==> config.mk <==
export PLATFORM = sky130hd
export DESIGN_NAME = relu_grad_pipe
export DESIGN_NICKNAME = d
export VERILOG_FILES = /design/src/rtl/relu_grad_pipe.sv
export SDC_FILE = /design/constraint.sdc
export NUM_CORES = 1
export LEC_CHECK = 0
export ABC_CLOCK_PERIOD_IN_PS = 3200
export CAP_MARGIN = 5
export CORE_AREA = 2 2 143 89
export DETAILED_ROUTE_END_ITERATION = 12
export DIE_AREA = 0 0 145 91
export GPL_TIMING_DRIVEN = 0
export PLACE_DENSITY = 0.67
export RECOVER_POWER = 100
export SYNTH_ARGS = -nofsm -noshare
export SYNTH_HDL_FRONTEND = slang
export SYNTH_SLANG_ARGS = --single-unit
==> constraint.sdc <==
create_clock -name clk -period 3.2 [get_ports clk]
set_input_delay 0.64 -clock clk [delete_from_list [all_inputs] [get_ports clk]]
set_output_delay 0.64 -clock clk [all_outputs]
set_load 0.05 [all_outputs]
==> src/rtl/relu_grad_pipe.sv <==
// Backward-pass ReLU gate: stores one derivative mask bit per forward sample in
// a FIFO and gates incoming gradients with those bits in order, one register deep.
module relu_grad_pipe #(
  parameter int DATA_WIDTH = 16,
  parameter int DEPTH      = 64
) (
  input  logic                          clk,
  input  logic                          rst_n,
  input  logic                          clear,
  input  logic                          fwd_valid,
  input  logic signed [DATA_WIDTH-1:0]  fwd_in,
  output logic                          fwd_ready,
  input  logic                          grad_valid,
  input  logic signed [DATA_WIDTH-1:0]  grad_in,
  output logic                          grad_ready,
  output logic signed [DATA_WIDTH-1:0]  grad_out,
  output logic                          grad_out_valid,
  output logic [$clog2(DEPTH):0]        level,
  output logic                          overflow_err,
  output logic                          underflow_err
);

  localparam int AW = $clog2(DEPTH);
  localparam int LW = AW + 1;

  logic [DEPTH-1:0]             mask_r;
  logic [AW-1:0]                wr_ptr_r, wr_ptr_s;
  logic [AW-1:0]                rd_ptr_r, rd_ptr_s;
  logic [LW-1:0]                count_r, count_s;
  logic signed [DATA_WIDTH-1:0] grad_out_r, grad_out_s;
  logic                         grad_out_valid_r, grad_out_valid_s;
  logic                         overflow_r, overflow_s;
  logic                         underflow_r, underflow_s;
  logic                         fwd_ready_s, grad_ready_s;
  logic                         wr_en_s, rd_en_s;

  // Ready depends on registered occupancy only, so no valid-to-ready path exists.
  assign fwd_ready_s  = (count_r != LW'(DEPTH));
  assign grad_ready_s = (count_r != {LW{1'b0}});
  assign wr_en_s      = fwd_valid && fwd_ready_s;
  assign rd_en_s      = grad_valid && grad_ready_s;

  // Next-state for pointers, occupancy, output stage and sticky error flags.
  always_comb begin
    wr_ptr_s         = wr_ptr_r;
    rd_ptr_s         = rd_ptr_r;
    count_s          = count_r;
    grad_out_s       = grad_out_r;
    grad_out_valid_s = 1'b0;
    overflow_s       = overflow_r;
    underflow_s      = underflow_r;
    if (clear) begin
      wr_ptr_s    = {AW{1'b0}};
      rd_ptr_s    = {AW{1'b0}};
      count_s     = {LW{1'b0}};
      overflow_s  = 1'b0;
      underflow_s = 1'b0;
    end else begin
      if (wr_en_s) begin
        wr_ptr_s = wr_ptr_r + AW'(1);
      end else begin
        wr_ptr_s = wr_ptr_r;
      end
      if (rd_en_s) begin
        rd_ptr_s         = rd_ptr_r + AW'(1);
        grad_out_s       = mask_r[rd_ptr_r] ? grad_in : {DATA_WIDTH{1'b0}};
        grad_out_valid_s = 1'b1;
      end else begin
        rd_ptr_s         = rd_ptr_r;
        grad_out_valid_s = 1'b0;
      end
      case ({wr_en_s, rd_en_s})
        2'b10:   count_s = count_r + LW'(1);
        2'b01:   count_s = count_r - LW'(1);
        default: count_s = count_r;
      endcase
      if (fwd_valid && !fwd_ready_s) begin
        overflow_s = 1'b1;
      end else begin
        overflow_s = overflow_r;
      end
      if (grad_valid && !grad_ready_s) begin
        underflow_s = 1'b1;
      end else begin
        underflow_s = underflow_r;
      end
    end
  end

  // Control and output registers with synchronous active-low reset.
  always_ff @(posedge clk) begin
    if (!rst_n) begin
      wr_ptr_r         <= {AW{1'b0}};
      rd_ptr_r         <= {AW{1'b0}};
      count_r          <= {LW{1'b0}};
      grad_out_r       <= {DATA_WIDTH{1'b0}};
      grad_out_valid_r <= 1'b0;
      overflow_r       <= 1'b0;
      underflow_r      <= 1'b0;
    end else begin
      wr_ptr_r         <= wr_ptr_s;
      rd_ptr_r         <= rd_ptr_s;
      count_r          <= count_s;
      grad_out_r       <= grad_out_s;
      grad_out_valid_r <= grad_out_valid_s;
      overflow_r       <= overflow_s;
      underflow_r      <= underflow_s;
    end
  end

  // Mask storage: zero and positive samples pass gradient, negative ones block it.
  always_ff @(posedge clk) begin
    if (rst_n && !clear && wr_en_s) begin
      mask_r[wr_ptr_r] <= ~fwd_in[DATA_WIDTH-1];
    end
  end

  assign fwd_ready      = fwd_ready_s;
  assign grad_ready     = grad_ready_s;
  assign grad_out       = grad_out_r;
  assign grad_out_valid = grad_out_valid_r;
  assign level          = count_r;
  assign overflow_err   = overflow_r;
  assign underflow_err  = underflow_r;

endmodule

# Yosys cells after proc, flatten, opt, wreduce, memory -nomap -nowiden
# Cells that the tools add are included.
[op_classes]
n_reduce_logical = 14
n_bitwise = 3
eq_ne = 3
mux = 8
n_lt_le_gt_ge = 3
addsub = 4
[op_table]
columns = ["cell", "n"]
rows = [
  ["bitwise mux 64 bit", 1],
  ["two-way mux 16 bit", 1],
  ["< comparator 6 x 7 -> 1 bit (second input constant)", 2],
  ["one-hot mux 7 bit (2 select lines)", 1],
  ["adder 6 x 1 -> 6 bit (second input constant)", 2],
  ["adder 7 x 1 -> 7 bit (second input constant)", 1],
  ["logical AND 1 bit", 7],
  ["inequality test 7 bit (second input constant)", 1],
  ["nonzero test 7 bit", 1],
  ["subtractor 7 x 1 -> 7 bit (second input constant)", 1],
  ["binary-select mux 1 bit (select 6 bit)", 1],
  ["demux 1 bit (select 6 bit)", 1],
  ["greater-or-equal comparator 6 x 1 -> 1 bit (second input constant)", 1],
  ["logical NOT 1 bit", 3],
  ["two-way mux 1 bit", 3],
  ["NOT 1 bit", 3],
  ["== test 2 x 1 -> 1 bit (second input constant)", 1],
  ["== test 2 bit (second input constant)", 1],
  ["AND reduction 2 bit", 1],
  ["nonzero test 2 bit", 1],
  ["OR reduction 2 bit", 1],
]
[word_totals]
word_cells = 43
inputBits = 37
ff_bits = 102
output_inout_bits = 28

# Longest topological paths before layout
# Gate-level depths: netlist (run 1).
[depth]
ltp_word = 5
ltp_mapped = 17

# Least setup slack after synthesis (run 1)
# OpenSTA, ideal clock, no wires.
[synth_path]
kind = "register -> register"
startpoint = "register count_r[1] (netlist: level[1])"
endpoint = "register count_r[6] (netlist: level[6])"
setup_time_ps = 70
t_arrival_ps = 4251
stages_incl_launch_ff = 18
path_slack_ps = -1120
synth_period_minus_slack_ps = 4320
n_path_buf = 4
path_cell_list = "dfxtp_1 > buf_6 > nor4_4 > nand3_1 > and2_1 > buf_2 > inv_1 > ha_1 > clkbuf_1 > clkbuf_1 > xor2_1 > ha_1 > a21oi_1 > and3b_1 > a221oi_1 > a221oi_1 > or3_1 > a21oi_1"
[synth_via]
elab_chain_len = 4
word_cells_on_any_way = 10
[synth_lines]
columns = ["element", "line", "source"]
rows = [
  ["from (decl)", "29", "logic [LW-1:0] count_r, count_s;"],
  ["from (signal assigned)", "95", "count_r <= {LW{1'b0}};"],
  ["from (signal assigned)", "103", "count_r <= count_s;"],
  ["inequality test 7 bit (*)", "38", "assign fwd_ready_s = (count_r != LW'(DEPTH));"],
  ["named net fwd_ready", "12", "output logic fwd_ready,"],
  ["logical AND 1 bit (*)", "40", "assign wr_en_s = fwd_valid && fwd_ready_s;"],
  ["== test 2 x 1 -> 1 bit or == test 2 bit (tied branches)", "72", "case ({wr_en_s, rd_en_s})"],
  ["one-hot mux 7 bit (2 select lines) or nonzero test 2 bit (tied branches)", "-", ""],
]
# The timed path passes the listed nets; every way through them passes the cells marked *.
# A chain may end at the register's enable or synchronous reset.

# Final worst setup path (run 1)
[layout_path]
startpoint = "register count_r[1] (netlist: level[1])"
endpoint = "register count_r[4] (netlist: level[4])"
[layout_via]
elab_chain_len = 4
word_cells_on_any_way = 10
[layout_lines]
columns = ["element"]
rows = [
  ["parallel branches: the longest is 4 deep, another holds subtractor 7 x 1 -> 7 bit"],
]
# Parallel ways; which one is timed is not known.

==> reports/metrics.yaml, run 1 <==
design_area_mm2: 0.00584
numPortBuffers: 49
ios: 65
worstPathRequired_ps: 3470
p_int_mw: 2.10
drcViolationCount: 0
multi_input_area_mm2: 0.00183
final-seq-area_mm2: 0.00269
slew_headroom: -0.113
vias: 3182
start_util: 0.394
synth_top_flop_cell: "edfxtp_1"
skew_ps: 10.4
power_frac_seq: 0.517
clk_latency_ps: 350
overflow: 0
final.min_clock_period_ps: 3010
antenna_left: 0
first_iter_violations: 303
clkPwrFrac: 0.405
cts_tree: "done"
hold_class: "reg -> reg"
sw_frac_of_total: 0.230
violations: "capacitance limit, slew limit"
numCtsBuffers: 9
core_mm2: 0.0118
dp.final_hpwl_um: 7500
max_cap_violations: 1
p_switching_mw: 0.628
dr.pass1.iters: 4
criticalPathCategory: "reg -> reg"
root_buffer: "clkbuf_16"
drt_wl_total_um: 11000
place_congestion: 0.802
htreeDepth: 3
setup_ws_ps: 189
vdd_drop_max_mv: 0.272
clockBufferDepth: 2
p_comb_frac: 0.078
outcome: "complete, but fails checks"
worst-path-max-fanout: 4
syn_nets: 422
vias_per_cell: 5.13
leakage_nw: 2.04
dpl-instance-area_mm2: 0.00546
synth_edf_count: 64
setup_viol: 0
syn-cell-area_mm2: 0.00467
post-place-ws_ps: -438
dieArea_mm2: 0.0132
final_common_cell: "nor2_1"
fmax_ghz: 0.332
rsz0062_at_grt: "false"
syn_to_final_growth_pct: 25.2
n_antenna_cell: 0
worst_slew_pin_slew_ps: 1670
synth.distinct_cells: 60
rows: 31
syn_area_per_cell_um2: 12.3
nNetsFinal: 492
postSynthCellCount: 380
crit_path_start_kind: "flop"
finalCritPeriodShare: 0.941
power-per-cell-area_mw_per_mm2: 467
fillCellCount: 1057
grt_usage: 0.176
avgRoutedWirePerCell_um: 17.8
synth_seq_cells: 102
die_w_um: 145
critPathCaptureType: "flop"
grt_pass1_vias: 3295
die_h_um: 91
grt_pass1_wl_um: 17900
drive_above_1_share: 0.193
async_flop_share: 0
grt_max_degree: 65
yosys_warnings: 0
path_clk_slew_ps: 70
clock_sinks: 102
finalMaxSlewViolations: 65
antenna_found_initial: 0
cp.arrival_ps: 3280
layout_common_cells: "84 x nor2_1, 64 x edfxtp_1, 34 x dfxtp_1"
final-hold-violation-count: 0
synth-seq-area-share: 0.575
[metal layers]
| metal | vias to the layer above | GRT usage | routed length [µm] |
|---|---|---|---|
| met5 | - | 0 | 0 |
| met4 | 0 | 0.0338 | 62 |
| met3 | 7 | 0.0558 | 1020 |
| met2 | 108 | 0.261 | 4690 |
| met1 | 1537 | 0.254 | 5270 |
| li1 | 1530 | - | - |
[registers in the layout, indices dropped and copies added, names as in the netlist]
register        flops
level               7
rd_ptr_r            6
underflow_err       1
wr_ptr_r            6
grad_out_valid      1
mask_r             64
grad_out           16
overflow_err        1
[critical path, cell delays in order (launching register included)]
cell,delay (ps)
dfxtp_1,350
nor4_4,260
buf_4,170
nand3_1,110
and2_4,200
inv_6,60
ha_4,160
xor2_1,70
ha_2,210
a21oi_4,140
and3b_2,240
a221oi_4,210
clkbuf_4,200
xor2_1,60
or3_1,360
a21oi_2,130
[power groups by stage]
stage	registers [mW]	clock network [mW]	logic, mW
floorplan	1.46	0	0.105
global placement	1.44	0	0.198
finish	1.41	1.10	0.212
global route	1.41	1.17	0.228
CTS	1.41	1.12	0.213
detailed placement	1.44	0	0.203
[through the flow]
stage          hold slack (ps)  utilization  std cells  setup TNS (ps)  power, mW
6_report                   460        0.494        620               0       2.73
2_1_floorplan              487            -        380            -323       1.57
5_1_grt                    493        0.494        620               0       2.81
3_3_place_gp               449        0.461        594            -656       1.64
3_5_place_dp               454        0.461        594            -785       1.64
4_1_cts                    469        0.491        615               0       2.74
[synthesized netlist by cell type (3+ instances only)]
cell type	number	share of area
a21oi_1	9	0.0097
a221oi_1	3	0.0056
a22o_1	10	0.019
a22o_2	6	0.013
a22oi_1	4	0.0064
buf_1	4	0.0032
buf_2	4	0.0043
buf_6	5	0.012
clkbuf_1	8	0.0064
clkbuf_8	3	0.0088
dfxtp_1	38	0.16
edfxtp_1	64	0.41
ha_1	5	0.013
inv_1	4	0.0032
mux2_2	6	0.014
mux2i_1	6	0.013
mux4_1	5	0.028
mux4_2	6	0.029
nand2_1	14	0.011
nand3_1	7	0.0075
nand3b_1	4	0.0064
nand4_1	6	0.0080
nor2_1	85	0.068
nor2b_1	3	0.0040
nor3b_1	3	0.0048
o211ai_1	3	0.0048
o21ai_0	6	0.0064
or3_1	4	0.0054
xnor2_1	4	0.0075
xor2_1	11	0.021
[path summary, 6_finish.rpt]
path,to,start,slack [ps],cells past startpoint
worst min-delay path,underflow_err,underflow_err,460,2
worst min register to register,underflow_err,underflow_err,460,2
worst max register to register,level[4],level[1],190,15
worst max-delay path,level[4],level[1],190,15
[logic make-up (layout without fill, tap and decap cells)]
family	Yosys count	after routing	synth area share
and+or+nand+nor	146	146	0.154
muxes	25	25	0.0901
AOI/OAI and AO/OA	54	54	0.0885
xor gates and xnor gates	15	15	0.0282
adders and majority gates	5	5	0.0134
DFF	102	102	0.575
buffers and inverters	33	108	0.0512
[what timing repair did]
item,CTS,global route
hold buffers,0,0
setup buffers,6,9
cloned,0,0
setup endpoints to repair,2,2
resized for setup,5,15
pin swaps,4,10
[layout make-up]
cell class | instances | area share
well taps | 165 | 0.0353
flip-flops and latches | 102 | 0.461
inverters | 5 | 0.00536
clock inverters | 7 | 0.0122
repair buffers | 64 | 0.103
plain buffers | 23 | 0.0306
multi-input cells | 245 | 0.314
clock buffers | 9 | 0.0386
Power figures use the tool's default switching activity.
==> run 2, diff against run 1 <==
--- a/config.mk
+++ b/config.mk
@@ -6,7 +6,7 @@
 export NUM_CORES = 1
 export LEC_CHECK = 0
 export ABC_CLOCK_PERIOD_IN_PS = 3200
-export CAP_MARGIN = 5
+export CAP_MARGIN = 20
 export CORE_AREA = 2 2 143 89
 export DETAILED_ROUTE_END_ITERATION = 12
 export DIE_AREA = 0 0 145 91
==> results of run 2 <==
Final layout, timing and power as in run 1 (identical DEF).
==> run 3, diff against run 2 <==
--- a/config.mk
+++ b/config.mk
@@ -7,11 +7,11 @@
 export LEC_CHECK = 0
 export ABC_CLOCK_PERIOD_IN_PS = 3200
 export CAP_MARGIN = 20
-export CORE_AREA = 2 2 143 89
+export CORE_AREA = 2 2 129 81
 export DETAILED_ROUTE_END_ITERATION = 12
-export DIE_AREA = 0 0 145 91
+export DIE_AREA = 0 0 131 83
 export GPL_TIMING_DRIVEN = 0
-export PLACE_DENSITY = 0.67
+export PLACE_DENSITY = 0.79
 export RECOVER_POWER = 100
 export SYNTH_ARGS = -nofsm -noshare
 export SYNTH_HDL_FRONTEND = slang
==> reports/metrics.yaml, run 3 (synthesized netlist as in run 1, its figures left out) <==
clockBufferDepth: 2  # unchanged
hold_buffers: 0  # unchanged
hold_path_depth: 2  # unchanged
reg2reg_from: "level[0]"  # was level[1]
critical-path-slowest-cell: "or3_1"  # unchanged
htreeDepth: 3  # unchanged
start_util: 0.484  # was 0.394
rr_endpoint: "level[4]"  # unchanged
largest_reg_flops: 64  # unchanged
cp.arrival_ps: 3380  # was 3280 ps
dr.pass1.iters: 6  # was 4
drt_wl_total_um: 10400  # was 11000 µm
leakage_nw: 2.06  # was 2.04 nW
worstPathBufferInverterCount: 3  # unchanged
outcome: "complete, but fails checks"  # unchanged
grt_pass1_vias: 3137  # was 3295
numCtsBuffers: 9  # unchanged
max_cap_violations: 1  # unchanged
regToRegSetupSlack_ps: 90  # was 190 ps
clock_sinks: 102  # unchanged
grt_pass1_wl_um: 16500  # was 17900 µm
dp.final_hpwl_um: 7060  # was 7500 µm
numPortBuffers: 49  # unchanged
finalMaxSlewViolations: 42  # was 65
final.min_clock_period_ps: 3110  # was 3010 ps
vias: 3277  # was 3182
worstPathRequired_ps: 3470  # about the same
die_w_um: 131  # was 145 µm
cts_tree: "done"  # unchanged
fin_hold_ws_ps: 472  # was 460 ps
final_core_utilization: 0.604  # was 0.494
layout_common_cells: "84 x nor2_1, 64 x edfxtp_1, 32 x dfxtp_1"  # was 84 x nor2_1, 64 x edfxtp_1, 34 x dfxtp_1
skew_ps: 6.03  # was 10.4 ps
critPathCaptureType: "flop"  # unchanged
dieArea_mm2: 0.0109  # was 0.0132 mm²
regMostFlops: "mask_r"  # unchanged
slew_headroom: -0.00666  # was -0.113
dpl-instance-area_mm2: 0.00545  # was 0.00546 mm²
r2r_cells: 15  # unchanged
antenna_left: 0  # unchanged
crit_path_start: "level[0]"  # was level[1]
antenna_found_initial: 0  # unchanged
place_congestion: 0.888  # was 0.802
crit_path_frequent_cell: "xor2_1"  # unchanged
cpPeakStageDelay_ps: 380  # was 360 ps
vdd_drop_max_mv: 0.284  # was 0.272 mV
crit_family: "simple AND/OR/NAND/NOR gates"  # unchanged
first_iter_violations: 359  # was 303
drcViolationCount: 0  # unchanged
rows: 28  # was 31
finalCritPeriodShare: 0.971  # was 0.941
fin_tns_setup_ps: 0  # unchanged
clk_latency_ps: 350  # about the same
worst-path-max-fanout: 9  # was 4
violations: "capacitance limit, slew limit"  # unchanged
criticalPathCategory: "reg -> reg"  # unchanged
fillCellCount: 757  # was 1057
setup_viol: 0  # unchanged
grt_max_degree: 42  # was 65
fmax_ghz: 0.322  # was 0.332 GHz
min_to: "overflow_err"  # was underflow_err
grt_usage: 0.200  # was 0.176
core_mm2: 0.00963  # was 0.0118 mm²
final_common_cell: "nor2_1"  # unchanged
path_clk_slew_ps: 70  # about the same
die_h_um: 83  # was 91 µm
syn_to_final_growth_pct: 24.7  # was 25.2%
ios: 65  # unchanged
vias_per_cell: 5.56  # was 5.13
crit_path_start_kind: "flop"  # unchanged
power-per-cell-area_mw_per_mm2: 472  # was 467 mW/mm²
design_area_mm2: 0.00582  # was 0.00584 mm²
overflow: 0  # unchanged
final-hold-violation-count: 0  # unchanged
min_from: "overflow_err"  # was underflow_err
root_buffer: "clkbuf_16"  # unchanged
hold_class: "reg -> reg"  # unchanged
nNetsFinal: 491  # was 492
worst_slew_pin_slew_ps: 1510  # was 1670 ps
finalPower_mw: 2.74  # was 2.73 mW
drive_above_1_share: 0.192  # was 0.193
avgRoutedWirePerCell_um: 17.7  # was 17.8 µm
n_antenna_cell: 0  # unchanged
cp_cell_sequence: "nor4_4, buf_4, nand3b_4, nand2_4, inv_4, ha_4, clkbuf_16, xor2_1, ha_2, a21oi_4, and3b_2, a221oi_4, xor2_1, or3_1, a21oi_2"  # was nor4_4, buf_4, nand3_1, and2_4, inv_6, ha_4, xor2_1, ha_2, a21oi_4, and3b_2, a221oi_4, clkbuf_4, xor2_1, or3_1, a21oi_2
[run 3: timing repair]
| action | 4_1_cts | 5_1_grt |
|---|---|---|
| gates cloned | 0 | 0 |
| setup endpoints to repair | 2 | 2 |
| gates resized for setup | 6 | 9 |
| buffers inserted | 5 | 8 |
| pin swaps | 6 | 10 |
[run 3: power by group]
part           switching, mW  total (mW)  internal [mW]
combinational          0.123       0.213         0.0899
clock                  0.472        1.12          0.647
sequential           0.00901        1.41           1.40
total                  0.604        2.74           2.14
[run 3: per-stage QoR]
step	setup WS, ps	cells
detailed placement	-397	565
CTS	27.7	585
global route	-12.1	589
global placement	-340	564
floorplan	-192	380
finish	93.1	589
[run 3: worst max-delay path by stage]
stage | to | depth (start not counted)
after global placement | level[6] | 15
after global routing | level[4] | 15
after CTS | level[6] | 17
final | level[4] | 15
after floorplan | level[6] | 17
after detailed placement | level[6] | 15
[run 3: worst register-to-register path, cell delays in order (launching register included)]
cell       delay [ps]
dfxtp_4           360
nor4_4            250
buf_4             170
nand3b_4          110
nand2_4           100
inv_4              70
ha_4              180
clkbuf_16         140
xor2_1            160
ha_2              210
a21oi_4           160
and3b_2           240
a221oi_4          250
xor2_1            130
or3_1             380
a21oi_2           120
[run 3: routing by layer]
layer / vias to the layer above / share of wire / global-route usage
met1: 1630 / 0.46 / 0.300
met2: 105 / 0.45 / 0.284
met5: - / 0 / 0
met3: 10 / 0.081 / 0.0644
met4: 0 / 0.0065 / 0.0406
li1: 1532 / - / -
[run 3: area by class of cell]
type                       count  area (µm²)  area share
buffer                        23         189      0.0325
clock buffer                  13         293      0.0503
clock inverter                 3        22.5     0.00387
inverter                       5        26.3     0.00452
multi-input combinational    245        1830       0.315
sequential                   102        2700       0.464
tap                          135         169      0.0290
timing repair buffer          63         588       0.101
